==> config.mk <==
export PLATFORM = sky130hd
export DESIGN_NAME = svga_timing_generator
export DESIGN_NICKNAME = d
export VERILOG_FILES = /design/src/rtl/svga_timing_generator.sv
export SDC_FILE = /design/constraint.sdc
export NUM_CORES = 1
export LEC_CHECK = 0
export ABC_CLOCK_PERIOD_IN_PS = 1900
export BUFFER_PORTS_ARGS = -buffer_cell sky130_fd_sc_hd__buf_2
export CORE_MARGIN = 2
export CORE_UTILIZATION = 46
export DETAILED_ROUTE_END_ITERATION = 8
export GPL_ROUTABILITY_DRIVEN = 0
export PLACE_DENSITY = 0.75
export SYNTH_ARGS = -nofsm -noshare
export SYNTH_HDL_FRONTEND = slang
export SYNTH_SLANG_ARGS = --single-unit
==> constraint.sdc <==
create_clock -name clk -period 1.9 [get_ports clk]
set_input_delay 0.095 -clock clk [delete_from_list [all_inputs] [get_ports clk]]
set_output_delay 0.095 -clock clk [all_outputs]
set_load 0.005 [all_outputs]
==> src/rtl/svga_timing_generator.sv <==
// svga_timing_generator
//   800x600@72 Hz SVGA timing and output stage, clocked directly from the 50 MHz system clock.
//   The horizontal and vertical counters are exposed as the current pixel coordinate. Upstream
//   logic returns a color combinationally in the same cycle. That color is registered with
//   blanking applied, and HSYNC/VSYNC are registered alongside it so all three stay aligned.
//
// Ports
//   clk          in   pixel/system clock
//   reset        in   synchronous, active-high reset
//   color_in     in   RGB332 color for (pixel_x, pixel_y), combinational from upstream
//   pixel_x      out  horizontal counter
//   pixel_y      out  vertical counter
//   pixel_valid  out  coordinate lies inside the visible area
//   frame_start  out  one-cycle strobe at counter position (0,0)
//   color_out    out  registered color, forced to 0 during blanking
//   hsync        out  registered horizontal sync
//   vsync        out  registered vertical sync
//
// The registered outputs lag pixel_x/pixel_y by exactly one cycle.

module svga_timing_generator #(
  parameter int unsigned H_VISIBLE   = 800,
  parameter int unsigned H_FRONT     = 56,
  parameter int unsigned H_SYNC      = 120,
  parameter int unsigned H_BACK      = 64,
  parameter int unsigned V_VISIBLE   = 600,
  parameter int unsigned V_FRONT     = 37,
  parameter int unsigned V_SYNC      = 6,
  parameter int unsigned V_BACK      = 23,
  parameter logic        SYNC_ACTIVE = 1'b1
) (
  input  logic        clk,
  input  logic        reset,
  input  logic [7:0]  color_in,
  output logic [10:0] pixel_x,
  output logic [9:0]  pixel_y,
  output logic        pixel_valid,
  output logic        frame_start,
  output logic [7:0]  color_out,
  output logic        hsync,
  output logic        vsync
);

  localparam int unsigned H_TOTAL = H_VISIBLE + H_FRONT + H_SYNC + H_BACK;
  localparam int unsigned V_TOTAL = V_VISIBLE + V_FRONT + V_SYNC + V_BACK;

  // Sized copies of the timing points so every compare is width-matched.
  localparam logic [10:0] HLast      = 11'(H_TOTAL - 1);
  localparam logic [10:0] HVisEnd    = 11'(H_VISIBLE);
  localparam logic [10:0] HSyncStart = 11'(H_VISIBLE + H_FRONT);
  localparam logic [10:0] HSyncEnd   = 11'(H_VISIBLE + H_FRONT + H_SYNC);
  localparam logic [9:0]  VLast      = 10'(V_TOTAL - 1);
  localparam logic [9:0]  VVisEnd    = 10'(V_VISIBLE);
  localparam logic [9:0]  VSyncStart = 10'(V_VISIBLE + V_FRONT);
  localparam logic [9:0]  VSyncEnd   = 10'(V_VISIBLE + V_FRONT + V_SYNC);

  logic [10:0] h_q, h_d;
  logic [9:0]  v_q, v_d;
  logic        h_wrap;
  logic        in_hsync, in_vsync;
  logic [7:0]  color_q, color_d;
  logic        hsync_q, hsync_d;
  logic        vsync_q, vsync_d;

  // Counter next-state: the vertical counter only moves on the horizontal wrap.
  always_comb begin
    h_wrap = (h_q == HLast);
    h_d    = h_wrap ? '0 : h_q + 11'd1;
    v_d    = v_q;
    if (h_wrap) begin
      v_d = (v_q == VLast) ? '0 : v_q + 10'd1;
    end
  end

  // Decode of the current coordinate; drives both the exposed strobes and the output stage.
  always_comb begin
    pixel_valid = (h_q < HVisEnd) && (v_q < VVisEnd);
    frame_start = (h_q == '0) && (v_q == '0) && !reset;
    in_hsync    = (h_q >= HSyncStart) && (h_q < HSyncEnd);
    in_vsync    = (v_q >= VSyncStart) && (v_q < VSyncEnd);
    color_d     = pixel_valid ? color_in : 8'h00;
    hsync_d     = in_hsync ? SYNC_ACTIVE : ~SYNC_ACTIVE;
    vsync_d     = in_vsync ? SYNC_ACTIVE : ~SYNC_ACTIVE;
  end

  always_ff @(posedge clk) begin
    if (reset) begin
      h_q     <= '0;
      v_q     <= '0;
      color_q <= 8'h00;
      hsync_q <= ~SYNC_ACTIVE;
      vsync_q <= ~SYNC_ACTIVE;
    end else begin
      h_q     <= h_d;
      v_q     <= v_d;
      color_q <= color_d;
      hsync_q <= hsync_d;
      vsync_q <= vsync_d;
    end
  end

  assign pixel_x   = h_q;
  assign pixel_y   = v_q;
  assign color_out = color_q;
  assign hsync     = hsync_q;
  assign vsync     = vsync_q;

endmodule

== Word level (Yosys, flattened, before mapping) ==
Index checks and enable logic that the tools add are counted.

* Bits in registers: 31
* Bits of input ports: 10
* Output and inout port bits: 33
* Logic and storage cells: 29

* Add/sub/neg operators: 2
* $lt $le $gt $ge: 6
* Equality and inequality tests: 2
* Mux-type cells: 3
* Bitwise logic cells: 1
* Reductions and logical operators: 10

{| class="wikitable"
|+ Operators by type and width
! kind !! number
|-
| less-than comparator 11 x 10 -> 1 bit (second input constant) || 2
|-
| less-than comparator 10 bit (second input constant) || 2
|-
| adder 11 x 1 -> 11 bit (second input constant) || 1
|-
| equality test 11 bit (second input constant) || 1
|-
| >= comparator 11 x 10 -> 1 bit (second input constant) || 1
|-
| zero test 11 bit || 1
|-
| adder 10 x 1 -> 10 bit (second input constant) || 1
|-
| equality test 10 bit (second input constant) || 1
|-
| >= comparator 10 bit (second input constant) || 1
|-
| zero test 10 bit || 1
|-
| two-way mux 10 bit || 1
|-
| logical AND 1 bit || 5
|-
| OR reduction 2 bit || 2
|-
| two-way mux 1 bit || 2
|-
| zero test 1 bit || 1
|-
| inverter 1 bit || 1
|}

== Logic depth before layout (Yosys ltp) ==
Gate-level depths: netlist of run 1.

* Word-level depth: 4
* Gate-level depth with buffers: 6
* Depth with buffers taken out: 5

== Worst setup path before layout of run 1 ==
No wires, ideal clock.

* Path kind: register -> register
* Start point: reg h_q[4], in the netlist pixel_x[4]
* End point: reg v_q[9], in the netlist pixel_y[9]
* Library setup time: 0.072 ns
* Arrival: 2.059 ns
* Required time: 1.828 ns
* Path slack: -0.230 ns
* Cell stages (with the launch flop): 6
* Path buffers: 1
* Period minus slack after synthesis: 2.130 ns
* Cell sequence: dfxtp_1 -> buf_2 -> or4_4 -> or4_4 -> or4_1 -> a21oi_1

* Word-level cells in the longest chain between the ends: 1

{| class="wikitable"
|+ Ends and longest elaborated chain
! element !! RTL line !! text
|-
| from (decl) || 57 || <nowiki>logic [10:0] h_q, h_d;</nowiki>
|-
| from (signal assigned) || 88 || <nowiki>h_q <= '0;</nowiki>
|-
| from (signal assigned) || 94 || <nowiki>h_q <= h_d;</nowiki>
|-
| equality test 11 bit || 67 || <nowiki>h_wrap = (h_q == HLast);</nowiki>
|-
| to (signal assigned) || 95 || <nowiki>v_q <= v_d;</nowiki>
|-
| to (decl) || 58 || <nowiki>logic [9:0] v_q, v_d;</nowiki>
|}

No other way between the ends.
A chain may end at the register's enable or synchronous reset.

== Final worst setup path of run 1 ==
* Start point: reg h_q[4], in the netlist pixel_x[4]
* End point: reg v_q[7], in the netlist pixel_y[7]

Same word-level chain as after synthesis.

==> results of run 1 <==
==> cell usage in the layout (no fill, tap or decap), types with 2 or more instances in the layout <==
cell / n
sky130_fd_sc_hd__nor4_1: 4
sky130_fd_sc_hd__clkbuf_8: 2
sky130_fd_sc_hd__clkbuf_4: 5
sky130_fd_sc_hd__and2_1: 8
sky130_fd_sc_hd__buf_4: 21
sky130_fd_sc_hd__nor2_1: 23
sky130_fd_sc_hd__inv_1: 7
sky130_fd_sc_hd__a21oi_1: 6
sky130_fd_sc_hd__nand2_1: 8
sky130_fd_sc_hd__a21oi_2: 2
sky130_fd_sc_hd__ha_1: 6
sky130_fd_sc_hd__dlygate4sd3_1: 8
sky130_fd_sc_hd__xnor2_1: 10
sky130_fd_sc_hd__buf_2: 42
sky130_fd_sc_hd__o31ai_2: 2
sky130_fd_sc_hd__dfxtp_1: 30
sky130_fd_sc_hd__nor4_2: 4
sky130_fd_sc_hd__xor2_1: 4
sky130_fd_sc_hd__nand4_1: 7
sky130_fd_sc_hd__nor3_1: 4
sky130_fd_sc_hd__nand3_1: 8
sky130_fd_sc_hd__or4_4: 4
sky130_fd_sc_hd__o21bai_1: 2
sky130_fd_sc_hd__nor4bb_1: 3
sky130_fd_sc_hd__inv_2: 2
==> sequential cells by signal (all words and copies together) (netlist names) <==
signal / flops
color_out: 8
pixel_y: 10
hsync: 1
vsync: 1
pixel_x: 11
==> worst reg2reg max path, stage by stage (launching register included) <==
cell and delay [ns]:
sky130_fd_sc_hd__dfxtp_1 0.32, sky130_fd_sc_hd__or4_4 0.53, sky130_fd_sc_hd__or4_4 0.44, sky130_fd_sc_hd__or4_4 0.43, sky130_fd_sc_hd__a21oi_2 0.13
==> stage by stage <==
stage | power (W) | TNS [ns]
2_1_floorplan | 0.000721 | -0.229
3_3_place_gp | 0.000759 | 0
3_5_place_dp | 0.000761 | 0
4_1_cts | 0.00121 | 0
5_1_grt | 0.00125 | -0.109
6_report | 0.00120 | 0
==> worst min path at each step <==
stage,from,to,slack (ns),cells after the start
floorplan,color_in[0],color_out[0],0.22,1
global placement,color_in[6],color_out[6],0.29,2
detailed placement,color_in[4],color_out[4],0.30,2
CTS,reset,pixel_y[1],0.06,2
global route,reset,pixel_y[1],0.07,2
finish,reset,pixel_y[1],0.08,2
==> where the power goes <==
| group | internal [W] | switching, W |
|---|---|---|
| sequential | 0.000662 | 0.00000575 |
| clock | 0.000218 | 0.000219 |
| combinational | 0.0000539 | 0.0000411 |
==> routing by layer <==
layer  track usage  vias to the layer above  wire length [µm]  share of wire
li1              -                      735                 -              -
met1         0.276                      695              1570           0.40
met4        0.0839                        0                46          0.012
met2         0.379                       56              2050           0.52
met5             0                        -                 0              0
met3        0.0576                        4               290          0.073
==> area by class of cell <==
class,instances,area [µm²],share of cell area
Inverter,9,33.8,0.0162
Multi-Input combinational cell,122,852,0.409
Clock buffer,8,68.8,0.0331
Timing Repair Buffer,71,448,0.215
Sequential cell,31,624,0.300
Tap cell,44,55.1,0.0264
==> kinds of logic after synthesis <==
group | after synthesis | synth area share
muxes | 1 | 0.00671
AOI/OAI and AO/OA | 19 | 0.0797
buffers and inverters | 20 | 0.0562
xor gates and xnor gates | 14 | 0.0822
DFF | 31 | 0.416
and+or+nand+nor | 82 | 0.309
adders and majority gates | 6 | 0.0503
==> timing repair <==
action | 4_1_cts | 5_1_grt
hold buffers | 8 | 0
endpoints found under the hold margin | 8 | 0
pin swaps | 0 | 2
endpoints found under the setup margin | 1 | 4
setup buffers | 0 | 2
resized for setup | 3 | 13
==> results.txt, run 1 <==
----------------------------------------------------
[Status]
  Outcome ... finished, final reports clean

[Clock tree]
  Clock H-tree levels ... 2
  Worst skew pair latency ... 0.33 ns
  Clk root buf ... sky130_fd_sc_hd__clkbuf_4
  CTS clock-pin slew for the worst setup and hold paths ... 0.09 ns
  Num CTS Buffers ... 5
  Max clock buf depth ... 2
  TritonCTS clock tree ... yes
  Clock Sink Count ... 31

[Logic synthesis]
  Syn Area/Cell ... 8.62 µm²
  Post-synthesis instance total ... ~170
  Number of distinct library cells after synthesis ... 37
  Top cell type by total area after synthesis ... sky130_fd_sc_hd__dfxtp_1
  Sequential share of the synthesized area ... 0.416
  Most frequent cells after synthesis ... sky130_fd_sc_hd__dfxtp_1 (31), sky130_fd_sc_hd__nor2_1 (23), sky130_fd_sc_hd__xnor2_1 (10)
  Top cell type's share of synthesized area ... 0.416
  FF+latch count, synth ... 31
  EDFF count, synth ... 0
  Post-synth top flop ... sky130_fd_sc_hd__dfxtp_1
  Synthesis warning total ... 0
  Most repeated cell in the gate-level netlist after synthesis ... sky130_fd_sc_hd__dfxtp_1
  Top post-synthesis cells by area ... sky130_fd_sc_hd__dfxtp_1 (42%), sky130_fd_sc_hd__xnor2_1 (5.9%), sky130_fd_sc_hd__nor2_1 (5.8%)
  Post-synth net total ... 189
  Total standard cell area after synthesis ... 1490 µm²
  Fraction of synthesis flops using an asynchronous set or reset pin ... 0

[Setup path]
  Worst Setup EP ... pixel_y[7]
  Critical path's largest stage delay ... 0.53 ns
  Category of the critical setup timing path ... register to register
  Cells along the critical path ... or4_4, or4_4, or4_4, a21oi_2
  Worst setup SP type ... register
  Nature of the critical path endpoint ... register
  Buffers plus inverters on the worst setup path ... 0
  Terminus of the critical flop-to-flop path ... pixel_y[7]
  Most numerous cell on the critical path ... sky130_fd_sc_hd__or4_4
  Count of cells along the worst register-to-register path ... 4
  Worst path depth ... 4
  Critical Path Source ... pixel_x[4]
  Critical path peak fanout ... 3
  Cell family with most CP delay ... simple AND/OR/NAND/NOR gates
  Data arrival, critical path ... 2.17 ns
  Slowest library cell on the worst path ... sky130_fd_sc_hd__or4_4
  Beginning of the worst register-to-register path ... pixel_x[4]
  Slack of the worst reg-to-reg path ... around 0.0037 ns
  WP data required ... roughly 2.2 ns

[Timing]
  Least-Margin Pin Slew ... 0.391 ns
  PnR worst setup slack ... 0.00372 ns
  Slew Limit Headroom ... 0.736
  Clk_skew ... 0.00856 ns
  Final-report setup violation count ... 0
  Final cycle utilization of the critical path ... 0.998
  Worst hold-check slack ... 0.0789 ns
  Fmax ... 527 MHz
  Number of pins with negative max-slew slack in the final report ... 0
  Final min period ... 1.90 ns
  Unrepaired setup endpoints after global routing ... yes
  Final number of hold-violating endpoints ... 0

[Pwr]
  Highest ir drop seen on vdd ... about 330 µV
  Power per cell area ... about 580 nW/µm²
  Leakage power ... 0.887 nW

[Die]
  Number of core rows ... 20
  Height of the die ... 60.9 µm
  Die extent in x ... slightly above 60 µm
  Io pins ... 43
  Core area ... just over 3000 µm²
  Initial Utilization ... 0.485
  Overall die area ... roughly 3700 µm²

[Job]
  Number of max-cap violations ... 0

[Global route]
  Number of antenna violations at the first check in global routing ... 0
  GRT Total Usage ... 0.225
  Vias in the first global route ... 1311
  Overflow left after global routing ... 0
  Wire length of the first global-routing pass ... 5.96 mm
  Maximum number of pins on one net before global-route repair ... 11

[Detailed routing]
  TritonRoute pass-1 iters ... 4
  Antenna viol nets, final ... 0
  Via-per-instance ratio ... 5.23
  Routed length per instance ... 13.9 µm
  Drc violations ... 0
  DR vias ... 1490
  Detailed router's first-iteration violation count ... between 100 and 150
  Final WL ... approximately 4.0 mm

[Final layout]
  Fin area ... around 2100 µm²
  Layout-stage area growth over the synthesis result ... 39.6%
  Core occupancy in the finished layout ... 0.676
  Final Instance Count excl. Fillers ... between 200 and 300
  FILL cells ... 260
  Proportion of layout cells with a drive suffix above 1 ... 0.357
  Antenna diode count ... 0
  Number of nets in the layout ... 256

[Worst hold path]
  Worst Hold Class ... input port to register

[Place]
  Count of input and output buffers ... 42
  Final HPWL DP ... 2.71 mm
  Post-placement cell count ... 267
  Standard cell area after detailed placement ... 1850 µm²
  Post-Place Worst Slack ... 0.0291 ns

----------------------------------------------------
Note: power is estimated with default switching activity, not from simulation.
==> inputs of run 2 (changes only) <==
- CORE_MARGIN: 2 -> not set
==> results.txt, run 2 (same netlist as run 1, synthesis figures left out) <==
----------------------------------------------------
[Status]
  Outcome ... finished, violations left (was finished, final reports clean)
  Violated checks ... setup timing

[Final layout]
  Layout-stage area growth over the synthesis result ... 40.4% (was 39.6%)
  FILL cells ... 261 (was 260)
  Flip-flop count of the largest register after layout ... 11 (unchanged)
  Number of nets in the layout ... 258 (was 256)
  Antenna diode count ... 0 (unchanged)
  Top library cells by usage in the layout, fill and taps aside ... sky130_fd_sc_hd__buf_2 (42), sky130_fd_sc_hd__dfxtp_1 (27), sky130_fd_sc_hd__nor2_1 (23) (was sky130_fd_sc_hd__buf_2 (42), sky130_fd_sc_hd__dfxtp_1 (30), sky130_fd_sc_hd__nor2_1 (23))
  Leading cell type in the layout, fill and taps excluded ... sky130_fd_sc_hd__buf_2 (unchanged)
  Proportion of layout cells with a drive suffix above 1 ... 0.351 (was 0.357)

[Setup path]
  Data arrival, critical path ... 2.16 ns (was 2.17 ns)
  WP data required ... 2.16 ns (was 2.17 ns)
  Buffers plus inverters on the worst setup path ... 0 (unchanged)
  Category of the critical setup timing path ... register to register (unchanged)
  Critical path peak fanout ... 4 (was 3)
  Cell family with most CP delay ... simple AND/OR/NAND/NOR gates (unchanged)
  Critical path's largest stage delay ... 0.53 ns (about the same)
  Worst setup SP type ... register (unchanged)
  Cells along the critical path ... or4_4, or4_4, or4_1, a21oi_1 (was or4_4, or4_4, or4_4, a21oi_2)
  Slowest library cell on the worst path ... sky130_fd_sc_hd__or4_4 (unchanged)
  Most numerous cell on the critical path ... sky130_fd_sc_hd__or4_4 (unchanged)
  Nature of the critical path endpoint ... register (unchanged)

[Pwr]
  Power per cell area ... 555 nW/µm² (was 576 nW/µm²)
  Net Switching ... 0.000268 W (was 0.000266 W)
  Clock group share of total power ... 0.335 (was 0.364)
  Internal power component ... 0.000893 W (was 0.000934 W)
  Portion of total power attributed to sequential cells ... 0.576 (was 0.557)
  Power share of the combinational group ... 0.089 (was 0.079)
  Leakage power ... 0.898 nW (was 0.887 nW)
  Highest ir drop seen on vdd ... 474 µV (was 329 µV)
  Post-layout total power ... 0.00116 W (was 0.00120 W)
  Switching Fraction ... 0.231 (was 0.222)

[Timing]
  Final min period ... 1.90 ns (about the same)
  Final number of hold-violating endpoints ... 0 (unchanged)
  Clk_skew ... 0.0132 ns (was 0.00856 ns)
  Final-report setup violation count ... 2 (was 0)
  Worst hold-check slack ... 0.0460 ns (was 0.0789 ns)
  Final cycle utilization of the critical path ... 1.00 (was 0.998)
  Number of pins with negative max-slew slack in the final report ... 0 (unchanged)
  Unrepaired setup endpoints after global routing ... yes (unchanged)
  PnR worst setup slack ... -0.00413 ns (was 0.00372 ns)
  Least-Margin Pin Slew ... 0.417 ns (was 0.391 ns)
  Slew Limit Headroom ... 0.718 (was 0.736)
  Fmax ... 525 MHz (was 527 MHz)

[Job]
  Number of max-cap violations ... 0 (unchanged)

[Detailed routing]
  Via-per-instance ratio ... 5.24 (was 5.23)
  Detailed router's first-iteration violation count ... 75 (was 121)
  TritonRoute pass-1 iters ... 4 (unchanged)
  DR vias ... 1499 (was 1490)
  Routed length per instance ... 13.2 µm (was 13.9 µm)
  Antenna viol nets, final ... 0 (unchanged)
  Final WL ... 3.78 mm (was 3.96 mm)
  Drc violations ... 0 (unchanged)

[Global route]
  Vias in the first global route ... 1293 (was 1311)
  Number of antenna violations at the first check in global routing ... 0 (unchanged)
  GRT Total Usage ... 0.222 (was 0.225)
  Overflow left after global routing ... 0 (unchanged)
  Maximum number of pins on one net before global-route repair ... 11 (unchanged)
  Wire length of the first global-routing pass ... 5.58 mm (was 5.96 mm)

[Die]
  Number of core rows ... 20 (unchanged)
  Initial Utilization ... 0.489 (was 0.485)
  Io pins ... 43 (unchanged)
  Core area ... 3050 µm² (was 3080 µm²)
  Overall die area ... 3470 µm² (was 3710 µm²)
  Die extent in x ... 58.9 µm (was 60.9 µm)
  Height of the die ... 58.9 µm (was 60.9 µm)

[Worst hold path]
  Worst Hold Class ... input port to register (unchanged)

[Clock tree]
  CTS clock-pin slew for the worst setup and hold paths ... 0.10 ns (was 0.09 ns)
  Worst skew pair latency ... 0.33 ns (about the same)
  Clock Sink Count ... 31 (unchanged)
  Clk root buf ... sky130_fd_sc_hd__clkbuf_4 (unchanged)
  Clock H-tree levels ... 2 (unchanged)
  Num CTS Buffers ... 5 (unchanged)
  TritonCTS clock tree ... yes (unchanged)
  Max clock buf depth ... 2 (unchanged)

[Place]
  Count of input and output buffers ... 42 (unchanged)
  Final HPWL DP ... 2.60 mm (was 2.71 mm)

----------------------------------------------------
==> run 2: cell type report <==
type / count / area (µm²) / area share
Clock inverter: 1 / 5.00 / 0.00239
Clock buffer: 6 / 51.3 / 0.0245
Inverter: 9 / 36.3 / 0.0173
Sequential cell: 31 / 628 / 0.300
Timing Repair Buffer: 73 / 470 / 0.225
Multi-Input combinational cell: 122 / 847 / 0.405
Tap cell: 44 / 55.1 / 0.0263
==> run 2: repair_timing <==
item	4_1_cts	5_1_grt
endpoints found under the setup margin	3	3
gates resized for setup	3	15
setup buffers	2	2
hold buffers	8	0
pin swaps	1	4
endpoints found under the hold margin	8	0
==> run 2: power by group through the flow <==
| stage | clock network [W] | logic, W | registers, W |
|---|---|---|---|
| final | 0.000389 | 0.000103 | 0.000669 |
| after global routing | 0.000434 | 0.000115 | 0.000670 |
| after CTS | 0.000405 | 0.0000919 | 0.000669 |
| after detailed placement | 0 | 0.0000765 | 0.000685 |
| after global placement | 0 | 0.0000752 | 0.000684 |
| after floorplan | 0 | 0.0000341 | 0.000687 |
==> run 2: worst paths after layout <==
check / from / to / slack (ns) / cells after the start
hold / removal: reset / pixel_y[1] / 0.05 / 2
hold reg to reg: pixel_y[1] / pixel_y[1] / 0.49 / 2
setup reg to reg: pixel_x[4] / pixel_y[9] / -0.004 / 4
setup / recovery: pixel_x[4] / pixel_y[9] / -0.004 / 4
==> run 2: metal layers <==
layer | track usage | routed length [µm] | up-vias
met5 | 0 | 0 | -
met4 | 0.122 | 76 | 0
met3 | 0.0703 | 226 | 8
met2 | 0.362 | 1940 | 58
met1 | 0.258 | 1540 | 694
li1 | - | - | 739
==> run 2: stage by stage <==
stage | instance area [µm²] | setup TNS, ns | worst slack, ns | instances | utilization
finish | 2090 | -0.00640 | -0.00413 | 286 | 0.686
global route | 2090 | -0.191 | -0.0834 | 286 | 0.686
CTS | 2010 | 0 | 0.000857 | 284 | 0.660
detailed placement | 1850 | 0 | 0.0145 | 267 | 0.606
global placement | 1850 | 0 | 0.0401 | 267 | 0.606
floorplan | 1500 | -0.229 | -0.115 | 173 | -
